[src/rtl/vga_vram_arbiter_pkg.sv]
// Shared types and defaults for the VGA video-RAM arbiter.
package vga_vram_arbiter_pkg;

  localparam int unsigned VramAddrWDefault  = 15;
  localparam int unsigned CpuMaxWaitDefault = 4;
  localparam int unsigned DataW             = 16;

  typedef enum logic [1:0] {
    ArbIdle,
    ArbAccess,
    ArbComplete
  } arb_state_t;

  typedef enum logic [1:0] {
    OwnNone,
    OwnCpu,
    OwnFb
  } arb_owner_t;

endpackage

[src/rtl/vga_vram_arbiter_if.sv]
// CPU data-bus slave window plus display fetch channel seen by the VRAM arbiter.
interface vga_vram_arbiter_if #(
  parameter int unsigned AddrW = vga_vram_arbiter_pkg::VramAddrWDefault
) ();

  logic        cs;
  logic [19:1] data_m_addr;
  logic [15:0] data_m_data_in;
  logic [15:0] data_m_data_out;
  logic [1:0]  data_m_bytesel;
  logic        data_m_wr_en;
  logic        data_m_access;
  logic        data_m_ack;

  logic             fb_req;
  logic [AddrW-1:0] fb_addr;
  logic             fb_ack;
  logic [15:0]      fb_data;

  // Requesters: bus decoder / CPU side and the display fetch engine
  modport master (
    output cs, data_m_addr, data_m_data_in, data_m_bytesel, data_m_wr_en, data_m_access,
    output fb_req, fb_addr,
    input  data_m_data_out, data_m_ack, fb_ack, fb_data
  );

  // Arbiter side
  modport slave (
    input  cs, data_m_addr, data_m_data_in, data_m_bytesel, data_m_wr_en, data_m_access,
    input  fb_req, fb_addr,
    output data_m_data_out, data_m_ack, fb_ack, fb_data
  );

endinterface

[src/rtl/vga_vram_arbiter.sv]
// Arbitrates the single-port video RAM between CPU accesses and display fetches.
// Display fetches win ties; a starvation counter forces a CPU grant after CpuMaxWait losses.
module vga_vram_arbiter
  import vga_vram_arbiter_pkg::*;
#(
  parameter int unsigned VramAddrW  = VramAddrWDefault,
  parameter int unsigned CpuMaxWait = CpuMaxWaitDefault
) (
  input  logic                 clk,
  input  logic                 reset,
  vga_vram_arbiter_if.slave    bus,
  output logic                 vram_en,
  output logic                 vram_wr_en,
  output logic [1:0]           vram_bytesel,
  output logic [VramAddrW-1:0] vram_addr,
  output logic [DataW-1:0]     vram_wr_data,
  input  logic [DataW-1:0]     vram_rd_data
);

  localparam int unsigned         StarveW   = $clog2(CpuMaxWait + 1);
  localparam logic [StarveW-1:0] StarveMax = StarveW'(CpuMaxWait);

  arb_state_t state_q, state_d;
  arb_owner_t owner_q, owner_d;

  logic [StarveW-1:0]   starve_q, starve_d;
  logic                 guard_q;
  logic                 cpu_wr_q, cpu_wr_d;
  logic                 en_q, en_d;
  logic                 wr_en_q, wr_en_d;
  logic [1:0]           bytesel_q, bytesel_d;
  logic [VramAddrW-1:0] addr_q, addr_d;
  logic [DataW-1:0]     wdata_q, wdata_d;
  logic                 cpu_ack_q, cpu_ack_d;
  logic                 fb_ack_q, fb_ack_d;
  logic                 cpu_req;

  // Guard masks the cycle after our own ack, while the master is still dropping access
  assign cpu_req = bus.cs & bus.data_m_access & ~guard_q;

  // Next-state, grant decision and registered-output values
  always_comb begin
    state_d   = state_q;
    owner_d   = owner_q;
    starve_d  = starve_q;
    cpu_wr_d  = cpu_wr_q;
    en_d      = 1'b0;
    wr_en_d   = 1'b0;
    bytesel_d = 2'b00;
    addr_d    = '0;
    wdata_d   = '0;
    cpu_ack_d = 1'b0;
    fb_ack_d  = 1'b0;

    if (!cpu_req) begin
      starve_d = '0;
    end

    unique case (state_q)
      ArbIdle: begin
        if (cpu_req && (!bus.fb_req || starve_q == StarveMax)) begin
          state_d   = ArbAccess;
          owner_d   = OwnCpu;
          starve_d  = '0;
          cpu_wr_d  = bus.data_m_wr_en;
          en_d      = 1'b1;
          wr_en_d   = bus.data_m_wr_en;
          bytesel_d = bus.data_m_bytesel;
          addr_d    = bus.data_m_addr[VramAddrW:1];
          wdata_d   = bus.data_m_wr_en ? bus.data_m_data_in : '0;
        end else if (bus.fb_req) begin
          state_d   = ArbAccess;
          owner_d   = OwnFb;
          cpu_wr_d  = 1'b0;
          en_d      = 1'b1;
          bytesel_d = 2'b11;
          addr_d    = bus.fb_addr;
          if (cpu_req && starve_q != StarveMax) begin
            starve_d = starve_q + StarveW'(1);
          end
        end
      end
      ArbAccess: begin
        // RAM returns data on the next cycle; the ack lines up with it
        state_d   = ArbComplete;
        cpu_ack_d = (owner_q == OwnCpu);
        fb_ack_d  = (owner_q == OwnFb);
      end
      ArbComplete: begin
        state_d = ArbIdle;
        owner_d = OwnNone;
      end
      default: begin
        state_d = ArbIdle;
        owner_d = OwnNone;
      end
    endcase
  end

  // State and output registers; synchronous reset aborts any transfer in flight
  always_ff @(posedge clk) begin
    if (reset) begin
      state_q   <= ArbIdle;
      owner_q   <= OwnNone;
      starve_q  <= '0;
      guard_q   <= 1'b0;
      cpu_wr_q  <= 1'b0;
      en_q      <= 1'b0;
      wr_en_q   <= 1'b0;
      bytesel_q <= 2'b00;
      addr_q    <= '0;
      wdata_q   <= '0;
      cpu_ack_q <= 1'b0;
      fb_ack_q  <= 1'b0;
    end else begin
      state_q   <= state_d;
      owner_q   <= owner_d;
      starve_q  <= starve_d;
      guard_q   <= cpu_ack_q;
      cpu_wr_q  <= cpu_wr_d;
      en_q      <= en_d;
      wr_en_q   <= wr_en_d;
      bytesel_q <= bytesel_d;
      addr_q    <= addr_d;
      wdata_q   <= wdata_d;
      cpu_ack_q <= cpu_ack_d;
      fb_ack_q  <= fb_ack_d;
    end
  end

  assign vram_en      = en_q;
  assign vram_wr_en   = wr_en_q;
  assign vram_bytesel = bytesel_q;
  assign vram_addr    = addr_q;
  assign vram_wr_data = wdata_q;

  // Read data comes straight from the RAM output register, gated by the ack pulse
  assign bus.data_m_ack      = cpu_ack_q;
  assign bus.data_m_data_out = (cpu_ack_q && !cpu_wr_q) ? vram_rd_data : '0;
  assign bus.fb_ack          = fb_ack_q;
  assign bus.fb_data         = fb_ack_q ? vram_rd_data : '0;

endmodule

[src/flat_wrapper.sv]
// flat-port wrapper written by rule: the top's interface ports become plain ports
module vga_vram_arbiter_flat import vga_vram_arbiter_pkg::*;
#(
  parameter int unsigned VramAddrW  = VramAddrWDefault,
  parameter int unsigned CpuMaxWait = CpuMaxWaitDefault
)
  (clk, reset, vram_en, vram_wr_en, vram_bytesel, vram_addr, vram_wr_data, vram_rd_data, bus_cs, bus_data_m_addr, bus_data_m_data_in, bus_data_m_bytesel, bus_data_m_wr_en, bus_data_m_access, bus_fb_req, bus_fb_addr, bus_data_m_data_out, bus_data_m_ack, bus_fb_ack, bus_fb_data);
  vga_vram_arbiter_if #(.AddrW((VramAddrWDefault))) bus_i ();
  input  logic clk;
  input  logic reset;
  output logic vram_en;
  output logic vram_wr_en;
  output logic [1:0] vram_bytesel;
  output logic [VramAddrW-1:0] vram_addr;
  output logic [DataW-1:0] vram_wr_data;
  input  logic [DataW-1:0] vram_rd_data;
  input wire logic [$bits(bus_i.cs)-1:0] bus_cs;
  input wire logic [$bits(bus_i.data_m_addr)-1:0] bus_data_m_addr;
  input wire logic [$bits(bus_i.data_m_data_in)-1:0] bus_data_m_data_in;
  input wire logic [$bits(bus_i.data_m_bytesel)-1:0] bus_data_m_bytesel;
  input wire logic [$bits(bus_i.data_m_wr_en)-1:0] bus_data_m_wr_en;
  input wire logic [$bits(bus_i.data_m_access)-1:0] bus_data_m_access;
  input wire logic [$bits(bus_i.fb_req)-1:0] bus_fb_req;
  input wire logic [$bits(bus_i.fb_addr)-1:0] bus_fb_addr;
  output wire logic [$bits(bus_i.data_m_data_out)-1:0] bus_data_m_data_out;
  output wire logic [$bits(bus_i.data_m_ack)-1:0] bus_data_m_ack;
  output wire logic [$bits(bus_i.fb_ack)-1:0] bus_fb_ack;
  output wire logic [$bits(bus_i.fb_data)-1:0] bus_fb_data;
  assign bus_i.cs = bus_cs;
  assign bus_i.data_m_addr = bus_data_m_addr;
  assign bus_i.data_m_data_in = bus_data_m_data_in;
  assign bus_i.data_m_bytesel = bus_data_m_bytesel;
  assign bus_i.data_m_wr_en = bus_data_m_wr_en;
  assign bus_i.data_m_access = bus_data_m_access;
  assign bus_i.fb_req = bus_fb_req;
  assign bus_i.fb_addr = bus_fb_addr;
  assign bus_data_m_data_out = bus_i.data_m_data_out;
  assign bus_data_m_ack = bus_i.data_m_ack;
  assign bus_fb_ack = bus_i.fb_ack;
  assign bus_fb_data = bus_i.fb_data;
  vga_vram_arbiter #(.VramAddrW(VramAddrW), .CpuMaxWait(CpuMaxWait)) u_core (.clk(clk), .reset(reset), .bus(bus_i), .vram_en(vram_en), .vram_wr_en(vram_wr_en), .vram_bytesel(vram_bytesel), .vram_addr(vram_addr), .vram_wr_data(vram_wr_data), .vram_rd_data(vram_rd_data));
endmodule
[config.mk]
export PLATFORM = sky130hd
export DESIGN_NAME = vga_vram_arbiter_flat
export DESIGN_NICKNAME = d
export VERILOG_FILES = /design/src/rtl/vga_vram_arbiter_pkg.sv /design/src/rtl/vga_vram_arbiter_if.sv /design/src/rtl/vga_vram_arbiter.sv /design/src/flat_wrapper.sv
export SDC_FILE = /design/constraint.sdc
export NUM_CORES = 1
export LEC_CHECK = 0
export ABC_AREA = 0
export CAP_MARGIN = 20
export CORE_ASPECT_RATIO = 0.7
export CORE_UTILIZATION = 33
export DETAILED_ROUTE_END_ITERATION = 10
export PLACE_DENSITY = 0.8
export RECOVER_POWER = 25
export SYNTH_ARGS = -nofsm -noshare
export SYNTH_HDL_FRONTEND = slang
export SYNTH_SLANG_ARGS = --single-unit
[constraint.sdc]
create_clock -name clk -period 2 [get_ports clk]
set_clock_uncertainty 0.2 [all_clocks]
set_input_delay 0.5 -clock clk [delete_from_list [all_inputs] [get_ports clk]]
set_output_delay 0.5 -clock clk [all_outputs]
set_load 0.1 [all_outputs]
---- Yosys cells after proc, flatten, opt, wreduce, memory -nomap -nowiden ----
Index checks and enable logic that the tools add are counted.
W data, S select, Z words.
storage, ports and cells
  output and inout bits ................... 69
  logic and storage cells ................. 61
  flip-flop bits (word level) ............. 46
  input port bits ......................... 74
operators by class
  mux-type cells .......................... 21
  reduce and logical (&&, ||, !) cells .... 14
  equal/unequal tests ..................... 6
  bitwise gates (word level) .............. 7
  add/sub/neg operators ................... 1
operator list
  operator               number
  $mux W16               2
  $mux W15               2
  $mux W3                5
  $mux W2                6
  $pmux W2 S2            2
  $not A1 Y1             5
  $eq A2 B1 Y1 const B   2
  $mux W1                4
  $reduce_and A2 Y1      2
  $reduce_or A2 Y1       2
  $reduce_or A4 Y1       1
  $add A3 B1 Y3 const B  1
  $eq A3 B3 Y1 const B   1
  $logic_and A1 B1 Y1    3
  $ne A3 B2 Y1 const B   1
  $ne A3 B3 Y1 const B   1
  $reduce_or A3 Y1       1
  $and A1 B1 Y1          2
  $eq A2 B2 Y1 const B   1
  $logic_not A1 Y1       2
  $logic_not A2 Y1       1
  $reduce_bool A2 Y1     1
  $logic_or A1 B1 Y1     1

---- Depth between registers and ports, before layout ----
  word-level depth ........................ 7
  depth in mapped cells ................... 7
  gate-level depth less buffers ........... 5

---- Worst setup path after synthesis ----
Ideal clock, no wire load.
  kind .................................... flip-flop to output port
  start point ............................. reg u_core.cpu_ack_q (netlist: u_core.bus.data_m_ack)
  end point ............................... out bus_data_m_data_out[0]
  stages on the path, launching flop included .. 4
  path slack .............................. -0.971 ns
  arrival ................................. 2.271 ns
  data required time ...................... 1.300 ns
  buffers on the path ..................... 1
  cells stage by stage .................... dfxtp_1 -> nor2b_1 -> clkbuf_1 -> and2_1
on the way
  word-level cells in the longest chain between the ends .. 2
ends and longest elaborated chain
  what                      RTL line                 source
  start: declaration        vga_vram_arbiter.sv:34   logic cpu_ack_q, cpu_ack_d;
  start signal: assignment  vga_vram_arbiter.sv:126  cpu_ack_q <= cpu_ack_d;
  $logic_and A1 B1 Y1       vga_vram_arbiter.sv:139  assign bus.data_m_data_out = (cpu_ack_q && !cpu_wr_q) ? vram_rd_data : '0;
  $mux W16                  vga_vram_arbiter.sv:139
  end: declaration          flat_wrapper.sv:25       output wire logic [$bits(bus_i.data_m_data_out)-1:0] bus_data_m_data_out;
No other way between the ends.

---- Worst setup path after layout ----
  start point ............................. reg u_core.cpu_ack_q (netlist: u_core.bus.data_m_ack)
  end point ............................... out bus_data_m_data_out[14]
Same word-level chain as after synthesis.

==> results.py <==
metrics = {
    "status": {
        "status": "complete, but fails checks",
        "violations": "setup timing",
    },
    "critical_path": {
        "reg2reg_from": "u_core.starve_q[0]$_SDFF_PP0_",
        "worstSetupEndpointType": "primary output",
        "worstSetupEndpoint": "bus_data_m_data_out[14]",
        "critPathMaxFanout": 16,
        "cp-start-kind": "flip-flop",
        "reg2reg_depth": 5,
        "timing.rr.end": "u_core.starve_q[2]$_SDFF_PP0_",
        "startpoint": "u_core.bus.data_m_ack$_SDFF_PP0_",
        "crit_arrival_ns": 1.33,
        "reg2reg_slack_ns": 0.16,
        "cp.required_ns": 1.30,
        "worstSetupPathType": "reg2out",
    },
    "power_and_ir_drop": {
        "powerDensity_nw_per_um2": 580,
        "leakage_uw": 0.00171,
        "combPwrFrac_pct": 24.1,
        "swShare_pct": 28.6,
        "seq_power_share_pct": 41.0,
        "p_switching_uw": 673,
        "p_clk_share_pct": 34.8,
        "p_int_uw": 1680,
        "vdd_drop_max_mv": 0.452,
    },
    "run": {
        "maxCapViolCount": 0,
    },
    "grt": {
        "grt_antenna_before_repair": 0,
        "busiest_layer": "met2",
        "met3_usage_pct": 8.45,
        "grt-ovfl-total": 0,
        "grt_pass1_wl_um": 10100,
        "grt_pass1_vias": 2008,
        "grt.total_usage_pct": 21.9,
        "grt_max_degree": 20,
        "grtUsageMet2_pct": 35.6,
        "met1_usage_pct": 27.1,
    },
    "timing": {
        "hold_viol": 0,
        "layout_min_cycle_time_ns": 2.03,
        "max-slew-margin-rel_pct": 63.3,
        "tightest_slew_ns": 0.553,
        "setup_viol": 12,
        "fmax_mhz": 494,
        "finalCritPeriodShare_pct": 101,
        "tns_ns": -0.167,
        "slew_viol_final": 0,
        "fin_ws_ns": -0.0254,
        "grt_setup_unrepaired": "true",
    },
    "synth": {
        "yosysTopAreaCell": "dfxtp_1",
        "syn_inst": 201,
        "post_synth.cell_area_avg_um2": 9.31,
        "synth_area_um2": 1870,
        "ys_seq_elements": 46,
        "yosysSeqAreaShare_pct": 49.2,
        "synth_async_sr_flop_share_pct": 0,
        "syn-num-nets": 277,
        "yosysWarnings": 0,
        "ys_types": 30,
        "synth_top_cell_area_share_pct": 49.2,
        "synth_area_leaders": "dfxtp_1 (49%), and2_1 (16%), o211ai_1 (6.0%)",
        "synthTopCellsByCount": "and2_1 (48), dfxtp_1 (46), a21oi_1 (20), nand3_1 (20), o211ai_1 (15)",
        "synth_ff_type": "dfxtp_1",
        "synth_most_common_cell": "and2_1",
        "synth_edf_count": 0,
    },
    "hold_path": {
        "worstHoldPathType": "reg2reg",
        "hold_start": "u_core.owner_q[1]$_SDFFE_PP0P_",
    },
    "clocking": {
        "numClockSinks": 46,
        "htree_levels": 2,
        "cts_tree": "built",
        "cts-hold-fix-buffers": 0,
        "clkSlewWorstSetupHoldPaths_ns": 0.09,
        "cts_buffers": 5,
        "worstSkewPairLatency_ns": 0.30,
        "ctsRootBufferMaster": "clkbuf_8",
        "clockBufferDepth": 2,
    },
    "final_layout": {
        "area_delta_synth_final_pct": 117,
        "nNetsFinal": 421,
        "diodes": 0,
        "multi_input_area_um2": 947,
        "seqCellArea_um2": 928,
        "drive_gt1_share_pct": 37.9,
        "n_fill_cell": 349,
    },
    "detailed_routing": {
        "ant_nets": 0,
        "via_per_inst": 4.91,
        "finalWirelength_um": 6440,
        "vias": 2053,
        "drtIter0Drc": 104,
        "dr.pass1.iters": 4,
        "wl_per_cell_um": 15.4,
        "drc": 0,
    },
    "floorplan": {
        "die_h_um": 65.0,
        "initial_utilization_pct": 35.1,
        "rows": 22,
        "ios": 143,
        "die_area_um2": 5980,
        "core_um2": 5340,
        "die_w_um": 92.0,
    },
    "place": {
        "post-place-ws_ns": -0.182,
        "routabilityCongestion": 0.808,
        "dp_hpwl_um": 5010,
        "place.port_buffers": 138,
    },
}
[power by group through the flow]
stage / clock (uW) / combinational [uW] / sequential [uW]
after floorplan: 0 / 139 / 1150
after global placement: 0 / 602 / 993
after detailed placement: 0 / 611 / 995
after CTS: 831 / 610 / 974
after global routing: 885 / 593 / 971
final: 820 / 569 / 966
[cell type report]
class                           instances  area share [%]
Tap cell                               72            2.22
Inverter                                4           0.370
Clock inverter                          3            1.69
Timing Repair Buffer                  153            47.8
Clock buffer                            5            1.69
Multi-Input combinational cell        135            23.3
Sequential cell                        46            22.9
[logic make-up after synthesis]
| group | after synthesis | synth area share, % |
|---|---|---|
| adder cells (fa/ha/maj) | 2 | 1.34 |
| buffers and inverters | 20 | 4.95 |
| flip-flops | 46 | 49.2 |
| AO/OA/AOI/OAI | 49 | 16.8 |
| AND/OR/NAND/NOR | 84 | 27.7 |
[metal layers]
metal  wire [um]  vias to the layer above  share of wire (%)
met2        3130                       93                 49
met3         553                        8                8.6
met5           0                        -                  0
li1            -                      983                  -
met1        2690                      969                 42
met4          66                        0                1.0
[sequential cells by signal, indices dropped and copies added (netlist names), 2 cells and up]
name / count
u_core.vram_wr_data: 16
u_core.starve_q: 3
u_core.owner_q: 2
u_core.vram_bytesel: 2
u_core.vram_addr: 15
u_core.state_q: 2
[worst min path at each step]
stage | cells after the start | end | slack (ns)
final | 1 | u_core.bus.data_m_ack$_SDFF_PP0_ | 0.25
after global routing | 1 | u_core.bus.fb_ack$_SDFF_PP0_ | 0.29
after CTS | 1 | u_core.bus.fb_ack$_SDFF_PP0_ | 0.25
after detailed placement | 1 | u_core.bus.fb_ack$_SDFF_PP0_ | 0.24
after global placement | 1 | u_core.bus.fb_ack$_SDFF_PP0_ | 0.22
after floorplan | 1 | u_core.bus.data_m_ack$_SDFF_PP0_ | 0.20
[worst max-delay path, cell delays in order (launching register included)]
cell	delay, ns
dfxtp_4	0.37
nor2b_4	0.16
buf_12	0.15
and2_2	0.17
buf_12	0.17
[per-stage QoR]
step | power [uW] | util (%) | instances | hold WS, ns | cell area, um^2
after floorplan | 1290 | - | 201 | 0.202 | 1940
after global placement | 1590 | 77.9 | 409 | 0.218 | 4160
after detailed placement | 1610 | 77.9 | 409 | 0.237 | 4160
after CTS | 2410 | 80.9 | 418 | 0.254 | 4320
after global routing | 2450 | 76.0 | 418 | 0.293 | 4060
final | 2360 | 76.0 | 418 | 0.254 | 4060
[repair_timing]
item / 4_1_cts / 5_1_grt
gates cloned: 0 / 0
pin swaps: 0 / 2
setup endpoints to repair: 29 / 27
resized for setup: 19 / 11
buffers inserted: 1 / 0
endpoints found under the hold margin: 0 / 0
[layout by cell type (no fill, tap or decap), types with 2 or more instances in the layout]
master            n
clkdlybuf4s50_1  53
and2_4           26
nor3b_1           2
a21oi_1          20
a31oi_1           2
nand3_1          20
clkbuf_8          5
nor2_1            2
inv_1             4
buf_12           53
clkbuf_2         20
nand2_1           3
dlygate4sd2_1     7
and2_1           16
a211oi_1          2
dlymetal6s2s_1    8
and2_2            6
buf_4            10
dfxtp_1          44
bufinv_16         2
o21ai_0           5
o211ai_1         15
dfxtp_4           2
ha_1              2
(Power assumes the default switching activity.)
